File: src/rtl/div_sqrt_postprocess_pkg.sv
// Shared constants and types for the FP32 divide/sqrt back-end.
// Widths, rounding-mode encodings, canonical results and flag positions.
// Imported by the interface, the rounding helper and the top.
package fpu_defs_div_sqrt_tp;

  localparam int C_OP   = 32;
  localparam int C_EXP  = 8;
  localparam int C_MANT = 23;
  localparam int C_RM   = 3;
  localparam int C_BIAS = 127;

  // width of the underflow shift amount (saturates at C_MANT+2)
  localparam int C_SHW = $clog2(C_MANT + 3);

  localparam logic [C_RM-1:0] C_RM_NEAREST     = 3'h0;
  localparam logic [C_RM-1:0] C_RM_TRUNC       = 3'h1;
  localparam logic [C_RM-1:0] C_RM_MINUS       = 3'h2;
  localparam logic [C_RM-1:0] C_RM_PLUS        = 3'h3;
  localparam logic [C_RM-1:0] C_RM_NEAREST_MAX = 3'h4;

  localparam logic [C_OP-1:0] C_QNAN       = 32'h7FC0_0000;
  localparam logic [C_OP-1:0] C_MAX_FINITE = 32'h7F7F_FFFF;
  localparam logic [C_OP-1:0] C_INF        = 32'h7F80_0000;

  // all-ones biased exponent; any rounded exponent at or above it overflows
  localparam logic [C_EXP+1:0] C_EXP_MAX = (C_EXP+2)'(2 * C_BIAS + 1);

  localparam int C_FLAG_NV = 4;
  localparam int C_FLAG_DZ = 3;
  localparam int C_FLAG_OF = 2;
  localparam int C_FLAG_UF = 1;
  localparam int C_FLAG_NX = 0;

  // stage-1 contents: normalized pre-rounding value plus resolved special case
  typedef struct packed {
    logic              sign;
    logic [C_RM-1:0]   rm;
    logic [C_EXP+1:0]  exp;
    logic [C_MANT:0]   mant;
    logic              rnd;
    logic              stk;
    logic              tiny;
    logic              spec;
    logic [C_OP-1:0]   spec_res;
    logic [4:0]        spec_flags;
  } s1_t;

endpackage

File: src/rtl/div_sqrt_postprocess_if.sv
// Handshake and data bundle between the iteration core, this back-end and the consumer.
// slave: the back-end itself; master: the iteration core plus result consumer.
// Clock, reset and flush stay as plain ports.
interface div_sqrt_postprocess_if;
  import fpu_defs_div_sqrt_tp::*;

  logic               Done_SI;
  logic               In_ready_SO;
  logic               Div_SI;
  logic [C_MANT+2:0]  Mant_z_DI;
  logic               Sticky_SI;
  logic [C_EXP+1:0]   Exp_z_DI;
  logic               Sign_z_DI;
  logic [C_RM-1:0]    RM_SI;
  logic               Inf_a_SI;
  logic               Inf_b_SI;
  logic               Zero_a_SI;
  logic               Zero_b_SI;
  logic               NaN_a_SI;
  logic               NaN_b_SI;
  logic               SNaN_SI;
  logic [C_OP-1:0]    Result_DO;
  logic [4:0]         Fflags_SO;
  logic               Valid_SO;
  logic               Ready_SI;

  modport slave (
    input  Done_SI, Div_SI, Mant_z_DI, Sticky_SI, Exp_z_DI, Sign_z_DI, RM_SI,
           Inf_a_SI, Inf_b_SI, Zero_a_SI, Zero_b_SI, NaN_a_SI, NaN_b_SI, SNaN_SI,
           Ready_SI,
    output In_ready_SO, Result_DO, Fflags_SO, Valid_SO
  );

  modport master (
    output Done_SI, Div_SI, Mant_z_DI, Sticky_SI, Exp_z_DI, Sign_z_DI, RM_SI,
           Inf_a_SI, Inf_b_SI, Zero_a_SI, Zero_b_SI, NaN_a_SI, NaN_b_SI, SNaN_SI,
           Ready_SI,
    input  In_ready_SO, Result_DO, Fflags_SO, Valid_SO
  );

endinterface

File: src/rtl/div_sqrt_round.sv
// Round-increment decision and mantissa/exponent carry for a normalized or subnormal value.
// Latency: combinational.
// Backpressure: none (pure function of its inputs).
module div_sqrt_round
  import fpu_defs_div_sqrt_tp::*;
(
  input  logic [C_MANT:0]   Mant_DI,
  input  logic [C_EXP+1:0]  Exp_DI,
  input  logic              Round_SI,
  input  logic              Sticky_SI,
  input  logic              Sign_SI,
  input  logic [C_RM-1:0]   RM_SI,
  output logic [C_MANT-1:0] Mant_DO,
  output logic [C_EXP+1:0]  Exp_DO,
  output logic              Inexact_SO
);

  logic              inc;
  logic [C_MANT+1:0] sum;

  // increment decision; unused encodings fall back to nearest-even
  always_comb begin
    inc = 1'b0;
    case (RM_SI)
      C_RM_TRUNC:       inc = 1'b0;
      C_RM_MINUS:       inc = (Round_SI | Sticky_SI) & Sign_SI;
      C_RM_PLUS:        inc = (Round_SI | Sticky_SI) & ~Sign_SI;
      C_RM_NEAREST_MAX: inc = Round_SI;
      default:          inc = Round_SI & (Sticky_SI | Mant_DI[0]);
    endcase
  end

  assign sum        = {1'b0, Mant_DI} + {{(C_MANT+1){1'b0}}, inc};
  assign Inexact_SO = Round_SI | Sticky_SI;

  // carry out of 1.11..1 renormalizes to 1.0 with exponent+1; a subnormal carry into the hidden bit becomes exponent 1
  always_comb begin
    Mant_DO = sum[C_MANT-1:0];
    Exp_DO  = Exp_DI;
    if (sum[C_MANT+1]) begin
      Mant_DO = sum[C_MANT:1];
      Exp_DO  = Exp_DI + {{(C_EXP+1){1'b0}}, 1'b1};
    end else if (Exp_DI == '0) begin
      Exp_DO  = {{(C_EXP+1){1'b0}}, sum[C_MANT]};
    end
  end

endmodule

File: src/rtl/div_sqrt_postprocess.sv
// FP32 divide/sqrt back-end: normalize, denormalize on underflow, round, resolve specials.
// Latency: Done_SI accepted at cycle t gives Valid_SO at t+2, specials included.
// Backpressure: both stages hold while Valid_SO & ~Ready_SI; In_ready_SO drops once stage 1 is also full.
module div_sqrt_postprocess
  import fpu_defs_div_sqrt_tp::*;
(
  input logic                  Clk_CI,
  input logic                  Rst_RBI,
  input logic                  Kill_SI,
  div_sqrt_postprocess_if.slave io
);

  logic                s1_vld, valid_q, s2_adv, in_ready, accept;
  s1_t                 s1_d, s1_q;
  logic [C_EXP+2:0]    exp_ext, exp_norm, ufl_dist;
  logic [C_MANT:0]     mant_norm;
  logic                rnd_norm, stk_norm, is_ufl;
  logic [C_SHW-1:0]    shamt;
  logic [2*C_MANT+3:0] shift_vec;
  logic [C_OP-1:0]     zero_res, inf_res, res_d, res_q;
  logic [4:0]          fl_d, fl_q;
  logic [C_MANT-1:0]   rnd_mant;
  logic [C_EXP+1:0]    rnd_exp;
  logic                rnd_nx, ovf, sat_max;

  assign s2_adv   = ~valid_q | io.Ready_SI;
  assign in_ready = ~s1_vld | s2_adv;
  assign accept   = io.Done_SI & in_ready;

  assign io.In_ready_SO = in_ready;
  assign io.Valid_SO    = valid_q;
  assign io.Result_DO   = res_q;
  assign io.Fflags_SO   = fl_q;

  assign exp_ext  = {io.Exp_z_DI[C_EXP+1], io.Exp_z_DI};
  assign zero_res = {io.Sign_z_DI, {(C_OP-1){1'b0}}};
  assign inf_res  = {io.Sign_z_DI, C_INF[C_OP-2:0]};

  // normalize to 1.x, then shift into the subnormal range when the exponent is not positive
  always_comb begin
    if (io.Mant_z_DI[C_MANT+2]) begin
      exp_norm  = exp_ext;
      mant_norm = io.Mant_z_DI[C_MANT+2:2];
      rnd_norm  = io.Mant_z_DI[1];
      stk_norm  = io.Mant_z_DI[0] | io.Sticky_SI;
    end else begin
      exp_norm  = exp_ext - {{(C_EXP+2){1'b0}}, 1'b1};
      mant_norm = io.Mant_z_DI[C_MANT+1:1];
      rnd_norm  = io.Mant_z_DI[0];
      stk_norm  = io.Sticky_SI;
    end
    is_ufl   = exp_norm[C_EXP+2] | (exp_norm == '0);
    ufl_dist = {{(C_EXP+2){1'b0}}, 1'b1} - exp_norm;
    shamt    = (ufl_dist > (C_EXP+3)'(C_MANT+2)) ? C_SHW'(C_MANT+2) : ufl_dist[C_SHW-1:0];
    if (!is_ufl) shamt = '0;
    shift_vec = {mant_norm, rnd_norm, {(C_MANT+2){1'b0}}} >> shamt;
  end

  // stage-1 payload: rounding inputs plus the special-case result in priority order
  always_comb begin
    s1_d            = '0;
    s1_d.sign       = io.Sign_z_DI;
    s1_d.rm         = io.RM_SI;
    s1_d.tiny       = is_ufl;
    s1_d.exp        = is_ufl ? '0 : exp_norm[C_EXP+1:0];
    s1_d.mant       = shift_vec[2*C_MANT+3:C_MANT+3];
    s1_d.rnd        = shift_vec[C_MANT+2];
    s1_d.stk        = stk_norm | (|shift_vec[C_MANT+1:0]);
    s1_d.spec       = 1'b1;
    s1_d.spec_res   = C_QNAN;
    if (io.Div_SI) begin
      if (io.NaN_a_SI | io.NaN_b_SI)
        s1_d.spec_flags[C_FLAG_NV] = io.SNaN_SI;
      else if ((io.Zero_a_SI & io.Zero_b_SI) | (io.Inf_a_SI & io.Inf_b_SI))
        s1_d.spec_flags[C_FLAG_NV] = 1'b1;
      else if (io.Inf_a_SI)
        s1_d.spec_res = inf_res;
      else if (io.Zero_b_SI) begin
        s1_d.spec_res              = inf_res;
        s1_d.spec_flags[C_FLAG_DZ] = 1'b1;
      end else if (io.Zero_a_SI | io.Inf_b_SI)
        s1_d.spec_res = zero_res;
      else
        s1_d.spec = 1'b0;
    end else begin
      if (io.NaN_a_SI)
        s1_d.spec_flags[C_FLAG_NV] = io.SNaN_SI;
      else if (io.Zero_a_SI)
        s1_d.spec_res = zero_res;
      else if (io.Sign_z_DI)
        s1_d.spec_flags[C_FLAG_NV] = 1'b1;
      else if (io.Inf_a_SI)
        s1_d.spec_res = inf_res;
      else
        s1_d.spec = 1'b0;
    end
  end

  // stage 1 register; flush wins over a simultaneous capture
  always_ff @(posedge Clk_CI or negedge Rst_RBI) begin
    if (!Rst_RBI) begin
      s1_vld <= 1'b0;
      s1_q   <= '0;
    end else begin
      if (Kill_SI)       s1_vld <= 1'b0;
      else if (in_ready) s1_vld <= accept;
      if (accept)        s1_q   <= s1_d;
    end
  end

  div_sqrt_round i_round (
    .Mant_DI    (s1_q.mant),
    .Exp_DI     (s1_q.exp),
    .Round_SI   (s1_q.rnd),
    .Sticky_SI  (s1_q.stk),
    .Sign_SI    (s1_q.sign),
    .RM_SI      (s1_q.rm),
    .Mant_DO    (rnd_mant),
    .Exp_DO     (rnd_exp),
    .Inexact_SO (rnd_nx)
  );

  assign ovf     = (rnd_exp >= C_EXP_MAX);
  assign sat_max = (s1_q.rm == C_RM_TRUNC) |
                   ((s1_q.rm == C_RM_MINUS) & ~s1_q.sign) |
                   ((s1_q.rm == C_RM_PLUS) & s1_q.sign);

  // final result and flags: specials first, then overflow, else the rounded number
  always_comb begin
    res_d            = {s1_q.sign, rnd_exp[C_EXP-1:0], rnd_mant};
    fl_d             = '0;
    fl_d[C_FLAG_NX]  = rnd_nx;
    fl_d[C_FLAG_UF]  = s1_q.tiny & rnd_nx;
    if (s1_q.spec) begin
      res_d = s1_q.spec_res;
      fl_d  = s1_q.spec_flags;
    end else if (ovf) begin
      res_d           = sat_max ? {s1_q.sign, C_MAX_FINITE[C_OP-2:0]} : {s1_q.sign, C_INF[C_OP-2:0]};
      fl_d            = '0;
      fl_d[C_FLAG_OF] = 1'b1;
      fl_d[C_FLAG_NX] = 1'b1;
    end
  end

  // stage 2 output register; data only changes on a real advance so it holds under backpressure
  always_ff @(posedge Clk_CI or negedge Rst_RBI) begin
    if (!Rst_RBI) begin
      valid_q <= 1'b0;
      res_q   <= '0;
      fl_q    <= '0;
    end else begin
      if (Kill_SI)     valid_q <= 1'b0;
      else if (s2_adv) valid_q <= s1_vld;
      if (s2_adv && s1_vld) begin
        res_q <= res_d;
        fl_q  <= fl_d;
      end
    end
  end

endmodule

File: src/flat_wrapper.sv
// flat-port wrapper written by rule: the top's interface ports become plain ports
module div_sqrt_postprocess_flat import fpu_defs_div_sqrt_tp::*;
  (Clk_CI, Rst_RBI, Kill_SI, io_Done_SI, io_Div_SI, io_Mant_z_DI, io_Sticky_SI, io_Exp_z_DI, io_Sign_z_DI, io_RM_SI, io_Inf_a_SI, io_Inf_b_SI, io_Zero_a_SI, io_Zero_b_SI, io_NaN_a_SI, io_NaN_b_SI, io_SNaN_SI, io_Ready_SI, io_In_ready_SO, io_Result_DO, io_Fflags_SO, io_Valid_SO);
  div_sqrt_postprocess_if io_i ();
  input logic Clk_CI;
  input logic Rst_RBI;
  input logic Kill_SI;
  input wire logic [$bits(io_i.Done_SI)-1:0] io_Done_SI;
  input wire logic [$bits(io_i.Div_SI)-1:0] io_Div_SI;
  input wire logic [$bits(io_i.Mant_z_DI)-1:0] io_Mant_z_DI;
  input wire logic [$bits(io_i.Sticky_SI)-1:0] io_Sticky_SI;
  input wire logic [$bits(io_i.Exp_z_DI)-1:0] io_Exp_z_DI;
  input wire logic [$bits(io_i.Sign_z_DI)-1:0] io_Sign_z_DI;
  input wire logic [$bits(io_i.RM_SI)-1:0] io_RM_SI;
  input wire logic [$bits(io_i.Inf_a_SI)-1:0] io_Inf_a_SI;
  input wire logic [$bits(io_i.Inf_b_SI)-1:0] io_Inf_b_SI;
  input wire logic [$bits(io_i.Zero_a_SI)-1:0] io_Zero_a_SI;
  input wire logic [$bits(io_i.Zero_b_SI)-1:0] io_Zero_b_SI;
  input wire logic [$bits(io_i.NaN_a_SI)-1:0] io_NaN_a_SI;
  input wire logic [$bits(io_i.NaN_b_SI)-1:0] io_NaN_b_SI;
  input wire logic [$bits(io_i.SNaN_SI)-1:0] io_SNaN_SI;
  input wire logic [$bits(io_i.Ready_SI)-1:0] io_Ready_SI;
  output wire logic [$bits(io_i.In_ready_SO)-1:0] io_In_ready_SO;
  output wire logic [$bits(io_i.Result_DO)-1:0] io_Result_DO;
  output wire logic [$bits(io_i.Fflags_SO)-1:0] io_Fflags_SO;
  output wire logic [$bits(io_i.Valid_SO)-1:0] io_Valid_SO;
  assign io_i.Done_SI = io_Done_SI;
  assign io_i.Div_SI = io_Div_SI;
  assign io_i.Mant_z_DI = io_Mant_z_DI;
  assign io_i.Sticky_SI = io_Sticky_SI;
  assign io_i.Exp_z_DI = io_Exp_z_DI;
  assign io_i.Sign_z_DI = io_Sign_z_DI;
  assign io_i.RM_SI = io_RM_SI;
  assign io_i.Inf_a_SI = io_Inf_a_SI;
  assign io_i.Inf_b_SI = io_Inf_b_SI;
  assign io_i.Zero_a_SI = io_Zero_a_SI;
  assign io_i.Zero_b_SI = io_Zero_b_SI;
  assign io_i.NaN_a_SI = io_NaN_a_SI;
  assign io_i.NaN_b_SI = io_NaN_b_SI;
  assign io_i.SNaN_SI = io_SNaN_SI;
  assign io_i.Ready_SI = io_Ready_SI;
  assign io_In_ready_SO = io_i.In_ready_SO;
  assign io_Result_DO = io_i.Result_DO;
  assign io_Fflags_SO = io_i.Fflags_SO;
  assign io_Valid_SO = io_i.Valid_SO;
  div_sqrt_postprocess u_core (.Clk_CI(Clk_CI), .Rst_RBI(Rst_RBI), .Kill_SI(Kill_SI), .io(io_i));
endmodule
File: config.mk
export PLATFORM = sky130hd
export DESIGN_NAME = div_sqrt_postprocess_flat
export DESIGN_NICKNAME = d
export VERILOG_FILES = /design/src/rtl/div_sqrt_postprocess_pkg.sv /design/src/rtl/div_sqrt_postprocess_if.sv /design/src/rtl/div_sqrt_round.sv /design/src/rtl/div_sqrt_postprocess.sv /design/src/flat_wrapper.sv
export SDC_FILE = /design/constraint.sdc
export NUM_CORES = 1
export LEC_CHECK = 0
export ABC_AREA = 1
export BUFFER_PORTS_ARGS = -buffer_cell sky130_fd_sc_hd__buf_4
export CAP_MARGIN = 10
export CELL_PAD_IN_SITES_DETAIL_PLACEMENT = 1
export CELL_PAD_IN_SITES_GLOBAL_PLACEMENT = 2
export CORE_AREA = 4 4 142 172
export CTS_CLUSTER_SIZE = 12
export DETAILED_ROUTE_END_ITERATION = 10
export DIE_AREA = 0 0 146 176
export GPL_ROUTABILITY_DRIVEN = 0
export PLACE_DENSITY = 0.85
export SYNTH_ARGS = -nofsm -noshare
export SYNTH_HDL_FRONTEND = slang
export SYNTH_SLANG_ARGS = --single-unit
File: constraint.sdc
create_clock -name Clk_CI -period 3.9 [get_ports Clk_CI]
set_clock_uncertainty 0.05 [all_clocks]
set_input_delay 0.78 -clock Clk_CI [delete_from_list [all_inputs] [get_ports Clk_CI]]
set_output_delay 0.78 -clock Clk_CI [all_outputs]
set_load 0.005 [all_outputs]
# Word-level counts from Yosys, hierarchy flattened
# Cells that the tools add are included.
dict set report op_classes {
  n_mux 45
  shift 1
  n_addsub 4
  bitwise 24
  magnitude_cmp 2
  n_reduce_logical 6
  n_eq_ne 4
}
# operator count
set ops {}
lappend ops {{$mux 32} 5}
lappend ops {{$mux 33} 4}
lappend ops {{$shr 50x5->50} 1}
lappend ops {{$mux 24} 2}
lappend ops {{$mux 23} 2}
lappend ops {{$mux 34} 1}
lappend ops {{$mux 31} 1}
lappend ops {{$mux 10} 3}
lappend ops {{$add 24x1->25} 1}
lappend ops {{$reduce_or 25->1} 1}
lappend ops {{$mux 1} 21}
lappend ops {{$mux 5} 3}
lappend ops {{$or 1x1->1} 12}
lappend ops {{$gt 11x5->1 const B} 1}
lappend ops {{$logic_not 11->1} 1}
lappend ops {{$mux 11} 1}
lappend ops {{$sub 1x11->11 const A} 1}
lappend ops {{$sub 10x2->11 const B} 1}
lappend ops {{$add 10x1->10 const B} 1}
lappend ops {{$ge 10x8->1 const B} 1}
lappend ops {{$logic_not 10->1} 1}
lappend ops {{$and 1x1->1} 9}
lappend ops {{$eq 3x2->1 const B} 2}
lappend ops {{$pmux 1 s4} 1}
lappend ops {{6 further kinds} 9}
dict set report word_totals {
  wordCells 100
  reg_bits 115
  inputBits 54
}

# Longest topological paths before layout
# Gate-level depths: netlist of run 1.
dict set report logic_depth {
  word_depth 9
  depth_mapped 30
  ltp_nobuf 29
}

# Cells and area by module
# A second synthesis of run 1 with hierarchy kept.
dict set report unflattened {
  cells_unflattened 1062
  area_unflattened_um2 6945.4
}
# module area_each_um2 n_inst cells_per_inst
set modules_own_cells {}
lappend modules_own_cells {div_sqrt_postprocess 5781.8 1 843}
lappend modules_own_cells {div_sqrt_round 1163.6 1 219}

# Worst setup path before layout of run 1
# OpenSTA, ideal clock, no wires.
dict set report synth_timing {
  path_kind {reg2reg}
  from {register u_core.s1_q[75] (netlist name)}
  to {register u_core.res_q[15] (netlist: u_core.io.Result_DO[15])}
  slack_ns 0.196
  n_path_buf 1
  required_ns 3.774
  setup_ns 0.076
  arrival_ns 3.577
  path_stages_with_launch 26
  synth_period_minus_slack_ns 3.704
  path_cell_list {dfrtp_1 > inv_1 > nor2_1 > inv_1 > nor2_1 > ha_1 > a32o_1 > ha_1 > ha_1 > nand3_1 > nor3_2 > nand2_1 > nor4_4 > nand2_1 > nor4_1 > nand3_1 > nor3_1 > xor2_1 > nor2_1 > nand2_1 > nand2_1 > nand2_1 > nor2_4 > inv_2 > buf_6 > o21ai_1}
}
dict set report synth_via {
  elab_chain_cells 8
}
# element line
set synth_lines {}
lappend synth_lines {{start, declared} div_sqrt_postprocess.sv:14} ;# s1_t s1_d, s1_q;
lappend synth_lines {{start signal, assigned} div_sqrt_postprocess.sv:103} ;# s1_q <= '0;
lappend synth_lines {{start signal, assigned} div_sqrt_postprocess.sv:107} ;# if (accept) s1_q <= s1_d;
lappend synth_lines {{$eq 3x3->1 (tied with other cells)} div_sqrt_round.sv:24} ;# case (RM_SI)
lappend synth_lines {{$pmux 1 s4} div_sqrt_round.sv:24}
lappend synth_lines {{$add 24x1->25} div_sqrt_round.sv:33} ;# assign sum = {1'b0, Mant_DI} + {{(C_MANT+1){1'b0}}, inc};
lappend synth_lines {{$mux 10} div_sqrt_round.sv:43} ;# end else if (Exp_DI == '0) begin
lappend synth_lines {{$mux 10} div_sqrt_round.sv:40} ;# if (sum[C_MANT+1]) begin
lappend synth_lines {{$ge 10x8->1} div_sqrt_postprocess.sv:123} ;# assign ovf = (rnd_exp >= C_EXP_MAX);
lappend synth_lines {{$mux 31 (*)} div_sqrt_postprocess.sv:137} ;# end else if (ovf) begin
lappend synth_lines {{$mux 32 (*)} div_sqrt_postprocess.sv:134} ;# if (s1_q.spec) begin
lappend synth_lines {{end signal, assigned} div_sqrt_postprocess.sv:155} ;# res_q <= res_d;
lappend synth_lines {{end, declared} div_sqrt_postprocess.sv:20} ;# logic [C_OP-1:0] zero_res, inf_res, res_d, res_q;
# Every way passes the cells marked *; elsewhere a longest branch is shown, timed or not.
# A chain may end at the register's enable or synchronous reset.

# Worst setup path after layout of run 1
dict set report layout_timing {
  from {register u_core.s1_q[75] (netlist name)}
  to {register u_core.res_q[20] (netlist: u_core.io.Result_DO[20])}
}
# The elaborated chain is that of the path after synthesis.

==> results of run 1 <==
[area by class of cell]
cell class / instances / area [um2]
fill: 2877 / 13700
multi-input combinational: 756 / 4260
sequential: 86 / 2150
timing repair buffer: 202 / 1680
inverter: 91 / 359
tap: 283 / 354
clock buffer: 13 / 270
clock inverter: 3 / 65.1
timing repair inverter: 2 / 17.5
[flip-flops by register name (all words and copies together), names as in the netlist]
register	count
u_core.s1_q	47
u_core.io.Result_DO	32
u_core.io.Fflags_SO	5
u_core.io.Valid_SO	1
u_core.s1_vld	1
[cells in the final DEF (no fill, tap or decap), types with 22 or more instances in the layout]
master and instances:
a21oi_1 23, buf_4 186, dfrtp_1 86, inv_1 76
mux2i_1 22, nand2_1 252, nand3_1 135, nand3_2 33
nor2_1 67, o21ai_0 48
[kinds of logic (layout without fill, tap and decap cells)]
kind of cell | Yosys count | after routing | synth area share [%]
simple gates | 562 | 562 | 38.6
compound gates | 142 | 142 | 12.4
buf+inv | 130 | 311 | 8.13
flops | 86 | 86 | 33.0
xor+xnor | 22 | 22 | 2.95
mux | 22 | 22 | 3.37
fa+ha+maj | 8 | 8 | 1.53
[cell usage after synthesis, drive strengths merged (3+ instances only)]
| cell type | number |
|---|---|
| and3 | 3 |
| nand4 | 10 |
| o211ai | 9 |
| nor4 | 5 |
| buf | 17 |
| o2111ai | 5 |
| nor2 | 84 |
| nand3 | 170 |
| nand2 | 271 |
| a21oi | 25 |
| dfrtp | 86 |
| o22ai | 8 |
| clkbuf | 22 |
| nor3 | 13 |
| ha | 8 |
| o21ai | 76 |
| xnor2 | 3 |
| mux2i | 22 |
| o221ai | 3 |
| inv | 90 |
| or2 | 3 |
| a31oi | 6 |
| xor2 | 19 |
[power groups by stage]
stage	Clock [mW]	Combinational, mW	Sequential (mW)
CTS	0.966	0.909	1.11
global route	1.01	1.09	1.13
detailed placement	0	0.890	1.13
finish	0.947	0.969	1.12
global placement	0	0.872	1.12
floorplan	0	0.484	1.11
[stage by stage]
stage / area (um2) / instances / hold WS [ns] / total power, mW / setup WS (ns)
6_report: 9160 / 1436 / 0.428 / 3.03 / -0.113
2_1_floorplan: 6530 / 972 / 0.392 / 1.59 / 0.196
3_3_place_gp: 8140 / 1402 / 0.410 / 1.99 / -0.125
5_1_grt: 9160 / 1436 / 0.457 / 3.23 / -0.356
3_5_place_dp: 8140 / 1402 / 0.427 / 2.02 / -0.175
4_1_cts: 8590 / 1422 / 0.441 / 2.99 / 0.00369
[routing by layer]
metal | vias up | GRT usage [%] | share of wire, %
li1 | 3598 | - | -
met1 | 3393 | 22.5 | 46
met2 | 103 | 28.8 | 50
met3 | 21 | 1.62 | 2.7
met4 | 0 | 3.80 | 1.5
met5 | - | 0 | 0
[worst min path at each step]
stage / end / slack [ns] / depth (start not counted)
floorplan: u_core.io.Fflags_SO[3] / 0.39 / 2
CTS: u_core.io.Fflags_SO[3] / 0.44 / 2
global route: u_core.io.Result_DO[15] / 0.46 / 2
global placement: u_core.io.Fflags_SO[3] / 0.41 / 2
finish: u_core.io.Result_DO[18] / 0.43 / 2
detailed placement: u_core.io.Result_DO[18] / 0.43 / 2
[worst min-delay path: cells and delay by family, from the launching register on]
family	cells	cell delay [ns]
DFF	1	0.34
and+or+nand+nor	2	0.10
[repair_timing]
item	in CTS	in global routing
hold buffers	0	0
buffers inserted	4	10
pin swaps	7	38
cloned	0	4
setup endpoints to repair	32	41
resized for setup	20	110
==> results.json, run 1 <==
{
  "status": "finished, violations left",
  "violations": "negative setup slack",
  "r2r_end": "u_core.io.Result_DO[20]",
  "crit_path_frequent_cell": "inv_2",
  "antenna_found_initial": 0,
  "cp.arrival_ns": 4.23,
  "synth_top_area_cell": "dfrtp_1",
  "syn_area_um2": 6530,
  "pin_count": 93,
  "p_int_mw": 2.05,
  "drt_pass1_iterations": 5,
  "numClockSinks": 86,
  "period_minus_slack_ns": 4.01,
  "maxCapViolCount": 0,
  "synth_top_area_share_pct": 33.0,
  "syn_to_final_growth_pct": 40.3,
  "reg2reg_depth": 30,
  "fmax_mhz": 249,
  "layout.nets": 1210,
  "clock_path_buffers": 2,
  "dieArea_um2": 25700,
  "synth_flop_cell": "dfrtp_1",
  "rsz0062_at_grt": "true",
  "numCtsBuffers": 9,
  "cp.required_ns": 4.12,
  "avgSynthCellArea_um2": 6.72,
  "final_max_slew_viol_count": 0,
  "viasPerCell": 4.95,
  "p_per_area_nw_per_um2": 331,
  "cp_num_cells": 30,
  "critical-path-max-stage-delay_ns": 0.40,
  "leakage_nw": 4.51,
  "switching_share_pct": 32.3,
  "insertedDiodeCount": 0,
  "drt-initial-drc-count": 367,
  "path_clk_slew_ns": 0.06,
  "grt_pass1_vias": 7126,
  "min_from": "u_core.io.Result_DO[18]",
  "pwr-share-comb_pct": 31.9,
  "tightest_slew_ns": 1.10,
  "setup-tns-final_ns": -1.80,
  "synth_async_sr_flop_share_pct": 100,
  "fp.dieH_um": 176,
  "utilization_pct": 40.1,
  "fp.coreArea_um2": 22800,
  "start_util_pct": 28.6,
  "syn_nets": 1034,
  "p_clk_share_pct": 31.2,
  "drive_gt1_share_pct": 29.0,
  "hold_viol": 0,
  "synth_cell_types": 49,
  "via_count": 7115,
  "path_class": "flip-flop to flip-flop",
  "regToRegSetupSlack_ns": -0.11,
  "netlist_instances": 972,
  "p_switching_mw": 0.978,
  "numPortBuffers": 92,
  "relSlewSlack_pct": 26.8,
  "startpoint_type": "flip-flop",
  "totalWireLength_um": 22700,
  "worstPathMaxFanout": 4,
  "clockRootBuffer": "clkbuf_16",
  "path_buf_inv": 6,
  "setup_slack_ns": -0.113,
  "crit_path_end_kind": "flip-flop",
  "tritoncts": "yes",
  "fp.dieW_um": 146,
  "fp-row-count": 61,
  "crit_family": "simple AND/OR/NAND/NOR gates",
  "synth_area_leaders": "dfrtp_1 (33%), nand2_1 (15%), nand3_1 (13%)",
  "ys_ff_latch": 86,
  "grt_max_degree": 87,
  "htreeDepth": 3,
  "drc_errors": 0,
  "slowest_stage": "dfrtp_1",
  "crit_end": "u_core.io.Result_DO[20]",
  "synth_seq_area_share_pct": 33.0,
  "grt_use_total_pct": 16.6,
  "grt_pass1_wl_um": 35900,
  "setup_violations": 25,
  "reg2reg_from": "u_core.s1_q[75]",
  "finalCritPeriodShare_pct": 103,
  "grt_overflow": 0,
  "min_path_type": "flip-flop to flip-flop",
  "seqPwrFrac_pct": 36.8,
  "ant_nets": 0,
  "yosys_warnings": 0,
  "detailed_place_hpwl_um": 17300,
  "wire_per_inst_um": 15.8,
  "synth_edf_count": 0,
  "irDropWorstVdd_mv": 0.206,
  "crit_start": "u_core.s1_q[75]",
  "clock_latency_ns": 0.33
}
Power figures use the tool's default switching activity.
==> inputs of run 2 (changes only) <==
- CORE_AREA: 4 4 142 172 -> 3 3 141 171
- DIE_AREA: 0 0 146 176 -> 0 0 144 174
==> run 2 against run 1 <==
  * The flow still finishes with violations (negative setup slack)
  * Global-route usage up 0.98 points
  * Critical path depth down 4
  * Register-to-register slack about the same
  * Routed wire length up 0.39%
  * Setup slack better by 0.0059 ns
  * Combinational power up 2.1%
  * Cell count up 0.42%
  * Total power up 2.4%
  * Non-clock buffer count up 11
  * Sequential cell count unchanged
  * First-iteration DRC count down 25%
  * Sequential power about the same
  * Critical endpoint is now u_core.io.Result_DO[15]
  * Largest power group unchanged
  * Highest routed layer unchanged
==> results.json, run 2 (same netlist as run 1, synthesis figures left out) <==
{
  "fp.dieW_um": 144,
  "htreeDepth": 3,
  "numCtsBuffers": 9,
  "reg2reg_from": "u_core.s1_q[75]",
  "final_cells": 1442,
  "fill_cells": 2839,
  "clock_latency_ns": 0.36,
  "drt_pass1_iterations": 5,
  "antenna_found_initial": 0,
  "slowest_stage": "dfrtp_1",
  "violations": "negative setup slack",
  "leakage_nw": 4.50,
  "largest_reg_flops": 47,
  "status": "finished, violations left",
  "viasPerCell": 5.01,
  "path_class": "flip-flop to flip-flop",
  "critical-path-max-stage-delay_ns": 0.40,
  "fp-row-count": 60,
  "ant_nets": 0,
  "path_clk_slew_ns": 0.06,
  "startpoint_type": "flip-flop",
  "drive_gt1_share_pct": 26.0,
  "syn_to_final_growth_pct": 37.6,
  "dp_cells": 1408,
  "relSlewSlack_pct": 28.3,
  "grt_use_total_pct": 17.6,
  "drc_errors": 0,
  "setup_violations": 24,
  "period_minus_slack_ns": 4.01,
  "start_util_pct": 29.1,
  "hold_viol": 0,
  "wire_per_inst_um": 15.8,
  "crit_path_end_kind": "flip-flop",
  "finalPower_mw": 3.11,
  "tritoncts": "yes",
  "dieArea_um2": 25100,
  "via_count": 7223,
  "pin_count": 93,
  "grt_overflow": 0,
  "final_common_cell": "nand2_1",
  "largest_register": "u_core.s1_q",
  "totalWireLength_um": 22800,
  "final_max_slew_viol_count": 0,
  "insertedDiodeCount": 0,
  "crit_path_frequent_cell": "nand2_2",
  "finalCritPeriodShare_pct": 103,
  "setup_slack_ns": -0.107,
  "detailed_place_hpwl_um": 17100,
  "cp.arrival_ns": 4.24,
  "worstPathMaxFanout": 6,
  "fp.coreArea_um2": 22400,
  "fp.dieH_um": 174,
  "drt-initial-drc-count": 274,
  "crit_start": "u_core.s1_q[75]",
  "final_cell_mix": "nand2_1 (259), buf_4 (203), nand3_1 (164)",
  "grt_pass1_vias": 7423,
  "grt_max_degree": 87,
  "hold_ws_ns": 0.432,
  "cp.required_ns": 4.13,
  "min_path_type": "flip-flop to flip-flop",
  "grt_pass1_wl_um": 36500,
  "clockRootBuffer": "clkbuf_16",
  "numPortBuffers": 92,
  "hold_buffers": 0,
  "numClockSinks": 86,
  "tightest_slew_ns": 1.08,
  "maxCapViolCount": 0,
  "rsz0062_at_grt": "true",
  "fmax_mhz": 250,
  "p_per_area_nw_per_um2": 346,
  "min_from": "u_core.io.Result_DO[19]",
  "layout.nets": 1220,
  "irDropWorstVdd_mv": 0.227,
  "clock_path_buffers": 2
}
## run 2: cell types whose count changed in the layout (fill, tap and decap cells not counted), sizes merged
cell,delta
buf,+12
clkbuf,-5
bufinv,+1
clkinv,+2
## run 2: final timing paths
| path | end | slack (ns) | cells after the start |
|---|---|---|---|
| setup reg to reg | u_core.io.Result_DO[15] | -0.11 | 26 |
| hold / removal | u_core.io.Result_DO[19] | 0.43 | 2 |
| hold reg to reg | u_core.io.Result_DO[19] | 0.43 | 2 |
| max in group asynchronous | u_core.s1_q[67] | 2.54 | 1 |
| setup / recovery | u_core.io.Result_DO[15] | -0.11 | 26 |
| min in group asynchronous | u_core.io.Result_DO[14] | 0.57 | 1 |
## run 2: metal layers
layer / global-route usage (%) / vias to the layer above / wire, um
li1: - / 3632 / -
met1: 23.0 / 3422 / 10200
met2: 30.6 / 136 / 11500
met3: 1.68 / 33 / 668
met4: 4.71 / 0 / 456
met5: 0 / - / 0
## run 2: metrics by stage
stage	utilization (%)	cell area [um2]	TNS (ns)	worst slack, ns
2_1_floorplan	-	6530	0	0.196
3_3_place_gp	36.6	8210	-3.02	-0.148
3_5_place_dp	36.6	8210	-7.66	-0.227
4_1_cts	38.7	8690	-0.00316	-0.00316
5_1_grt	40.0	8980	-9.46	-0.341
6_report	40.0	8980	-1.62	-0.107
## run 2: critical path: cells and delay by family (launching register included)
family / cells / cell delay, ns
simple gates: 15 / 1.97
fa+ha+maj: 3 / 0.59
compound gates: 2 / 0.31
xor+xnor: 1 / 0.10
flops: 1 / 0.40
buf+inv: 5 / 0.52
## run 2: where the power goes
group | total [mW] | switching [mW] | internal [mW]
Clock | 1.00 | 0.371 | 0.629
Combinational | 0.989 | 0.541 | 0.447
Sequential | 1.12 | 0.103 | 1.02
Total | 3.11 | 1.02 | 2.09
## run 2: timing repair
action	4_1_cts	5_1_grt
setup buffers	7	9
setup endpoints to repair	32	51
hold endpoints to repair	0	0
resized for setup	22	62
pin swaps	7	15
cloned	0	2
## run 2: layout make-up
type                    count  area (um2)  area share (%)
repair buffers            213        1690            18.8
repair inverters            1        8.76          0.0975
clock inverters             7         121            1.35
inverters                  91         349            3.89
well taps                 279         349            3.89
flip-flops and latches     86        2150            24.0
clock buffers               9         225            2.51
multi-input cells         756        4090            45.5
==> inputs of run 3 (changes only) <==
- clock period: 3.9 -> 3.5 ns (I/O delays scaled with it)
==> run 3 against run 2 <==
  * Critical endpoint is now u_core.io.Result_DO[19]
  * Worst hold slack got worse by 0.00058 ns
  * Via count rose by 5.3%
  * The run still ends with negative setup slack left
  * Sequential power up 12%
  * Routed wire length increased by 12%
  * Largest cell class unchanged
  * Sequential cell count did not move
==> results.json, run 3 (same netlist as run 1, synthesis figures left out) <==
{
  "irDropWorstVdd_mv": 0.245,
  "setup_slack_ns": -0.634,
  "ant_nets": 0,
  "antenna_found_initial": 0,
  "wire_per_inst_um": 17.0,
  "leakage_nw": 5.10,
  "final_cells": 1499,
  "seqPwrFrac_pct": 34.1,
  "grt_max_degree": 87,
  "largest_reg_flops": 47,
  "dp_cells": 1439,
  "drt_pass1_iterations": 6,
  "start_util_pct": 29.1,
  "period_minus_slack_ns": 4.13,
  "worstPathMaxFanout": 4,
  "fp-row-count": 60,
  "cp.arrival_ns": 4.37,
  "startpoint_type": "flip-flop",
  "tightest_slew_ns": 1.07,
  "rsz0062_at_grt": "true",
  "postLayoutCellArea_um2": 10500,
  "drt-initial-drc-count": 255,
  "grt_pass1_wl_um": 39600,
  "fill_cells": 2696,
  "syn_to_final_growth_pct": 60.5,
  "grt_pass1_vias": 7970,
  "layout.nets": 1277,
  "finalCritPeriodShare_pct": 118,
  "critical-path-max-stage-delay_ns": 0.39,
  "totalWireLength_um": 25500,
  "htreeDepth": 3,
  "final_max_slew_viol_count": 0,
  "status": "finished, violations left",
  "maxCapViolCount": 0,
  "reg2reg_from": "u_core.s1_q[75]",
  "fp.coreArea_um2": 22400,
  "final_cell_mix": "buf_4 (245), nand2_1 (205), nand3_2 (95)",
  "numCtsBuffers": 9,
  "p_clk_share_pct": 30.0,
  "cp.required_ns": 3.73,
  "via_count": 7605,
  "largest_register": "u_core.s1_q",
  "fp.dieH_um": 174,
  "fp.dieW_um": 144,
  "min_from": "u_core.s1_q[3]",
  "pin_count": 93,
  "switching_share_pct": 33.2,
  "numClockSinks": 86,
  "clock_latency_ns": 0.35,
  "postPlaceCellArea_um2": 8530,
  "final_common_cell": "buf_4",
  "insertedDiodeCount": 0,
  "path_clk_slew_ns": 0.06,
  "grt_use_total_pct": 19.1,
  "hold_viol": 0,
  "clock_path_buffers": 2,
  "detailed_place_hpwl_um": 17800,
  "p_per_area_nw_per_um2": 350,
  "hold_buffers": 0,
  "p_int_mw": 2.45,
  "clockRootBuffer": "clkbuf_16",
  "path_class": "flip-flop to flip-flop",
  "crit_path_end_kind": "flip-flop",
  "violations": "negative setup slack",
  "dieArea_um2": 25100,
  "min_path_type": "flip-flop to flip-flop",
  "p_switching_mw": 1.22,
  "drive_gt1_share_pct": 44.2,
  "grt_overflow": 0,
  "crit_start": "u_core.s1_q[75]",
  "drc_errors": 0,
  "crit_path_frequent_cell": "inv_2",
  "pwr-share-comb_pct": 35.9,
  "relSlewSlack_pct": 28.4,
  "viasPerCell": 5.07,
  "setup_violations": 34,
  "numPortBuffers": 92,
  "setup-tns-final_ns": -18.93,
  "fmax_mhz": 242,
  "slowest_stage": "dfrtp_1",
  "tritoncts": "yes"
}
==> run 3: cell count changes in the layout (fill, tap and decap cells not counted), moves of 8 or more <==
cell     previous run  this run
buf_4             203       245
inv_1              82        71
nand2_1           259       205
nand2_2             6        51
nand2_4             5        13
nand3_1           164        65
nand3_2             5        95
nand3_4             1        10
==> run 3: layer usage <==
metal,vias up,wire [um],track usage (%)
li1,3741,-,-
met1,3706,10800,24.2
met2,122,13500,33.9
met3,36,535,1.79
met4,0,603,5.61
met5,-,0,0
==> run 3: layout make-up <==
type                    instances  area [um2]  area share, %
clock buffers                  10         239           2.28
inverters                      91         357           3.40
well taps                     279         349           3.33
repair buffers                271        2290           21.9
flip-flops and latches         86        2150           20.5
multi-input cells             756        4980           47.5
clock inverters                 6         109           1.04
==> run 3: worst max-delay path: cells and delay by family, from the launching register on <==
kind | cells | cell delay (ns)
AOI/OAI and AO/OA | 2 | 0.24
xor gates and xnor gates | 1 | 0.28
adders and majority gates | 3 | 0.57
buffers and inverters | 6 | 0.51
DFF | 1 | 0.39
and+or+nand+nor | 18 | 2.02
==> run 3: worst paths after layout <==
path	endpoint	slack, ns	depth (start not counted)
min in group asynchronous	u_core.io.Result_DO[14]	0.51	1
hold / removal	u_core.io.Fflags_SO[3]	0.43	2
setup reg to reg	u_core.io.Result_DO[19]	-0.63	30
max in group asynchronous	u_core.s1_q[76]	2.22	1
setup / recovery	u_core.io.Result_DO[19]	-0.63	30
hold reg to reg	u_core.io.Fflags_SO[3]	0.43	2
==> run 3: power groups by stage <==
stage               clock (mW)  combinational, mW  sequential (mW)
global placement             0               1.04             1.25
CTS                       1.13               1.18             1.24
detailed placement           0               1.06             1.26
finish                    1.10               1.32             1.25
global route              1.16               1.45             1.27
floorplan                    0              0.547             1.24
==> run 3: stage by stage <==
step	util [%]	setup WS [ns]	hold slack [ns]	total power, mW
finish	46.7	-0.634	0.431	3.67
global route	46.7	-0.813	0.445	3.88
CTS	42.4	-0.372	0.439	3.55
detailed placement	38.0	-0.489	0.422	2.32
global placement	38.0	-0.390	0.407	2.29
floorplan	-	-0.0572	0.354	1.78
==> run 3: repair_timing <==
action / 4_1_cts / 5_1_grt
pin swaps: 34 / 74
setup endpoints to repair: 35 / 60
gates resized for setup: 99 / 201
cloned: 3 / 2
buffers inserted: 29 / 13
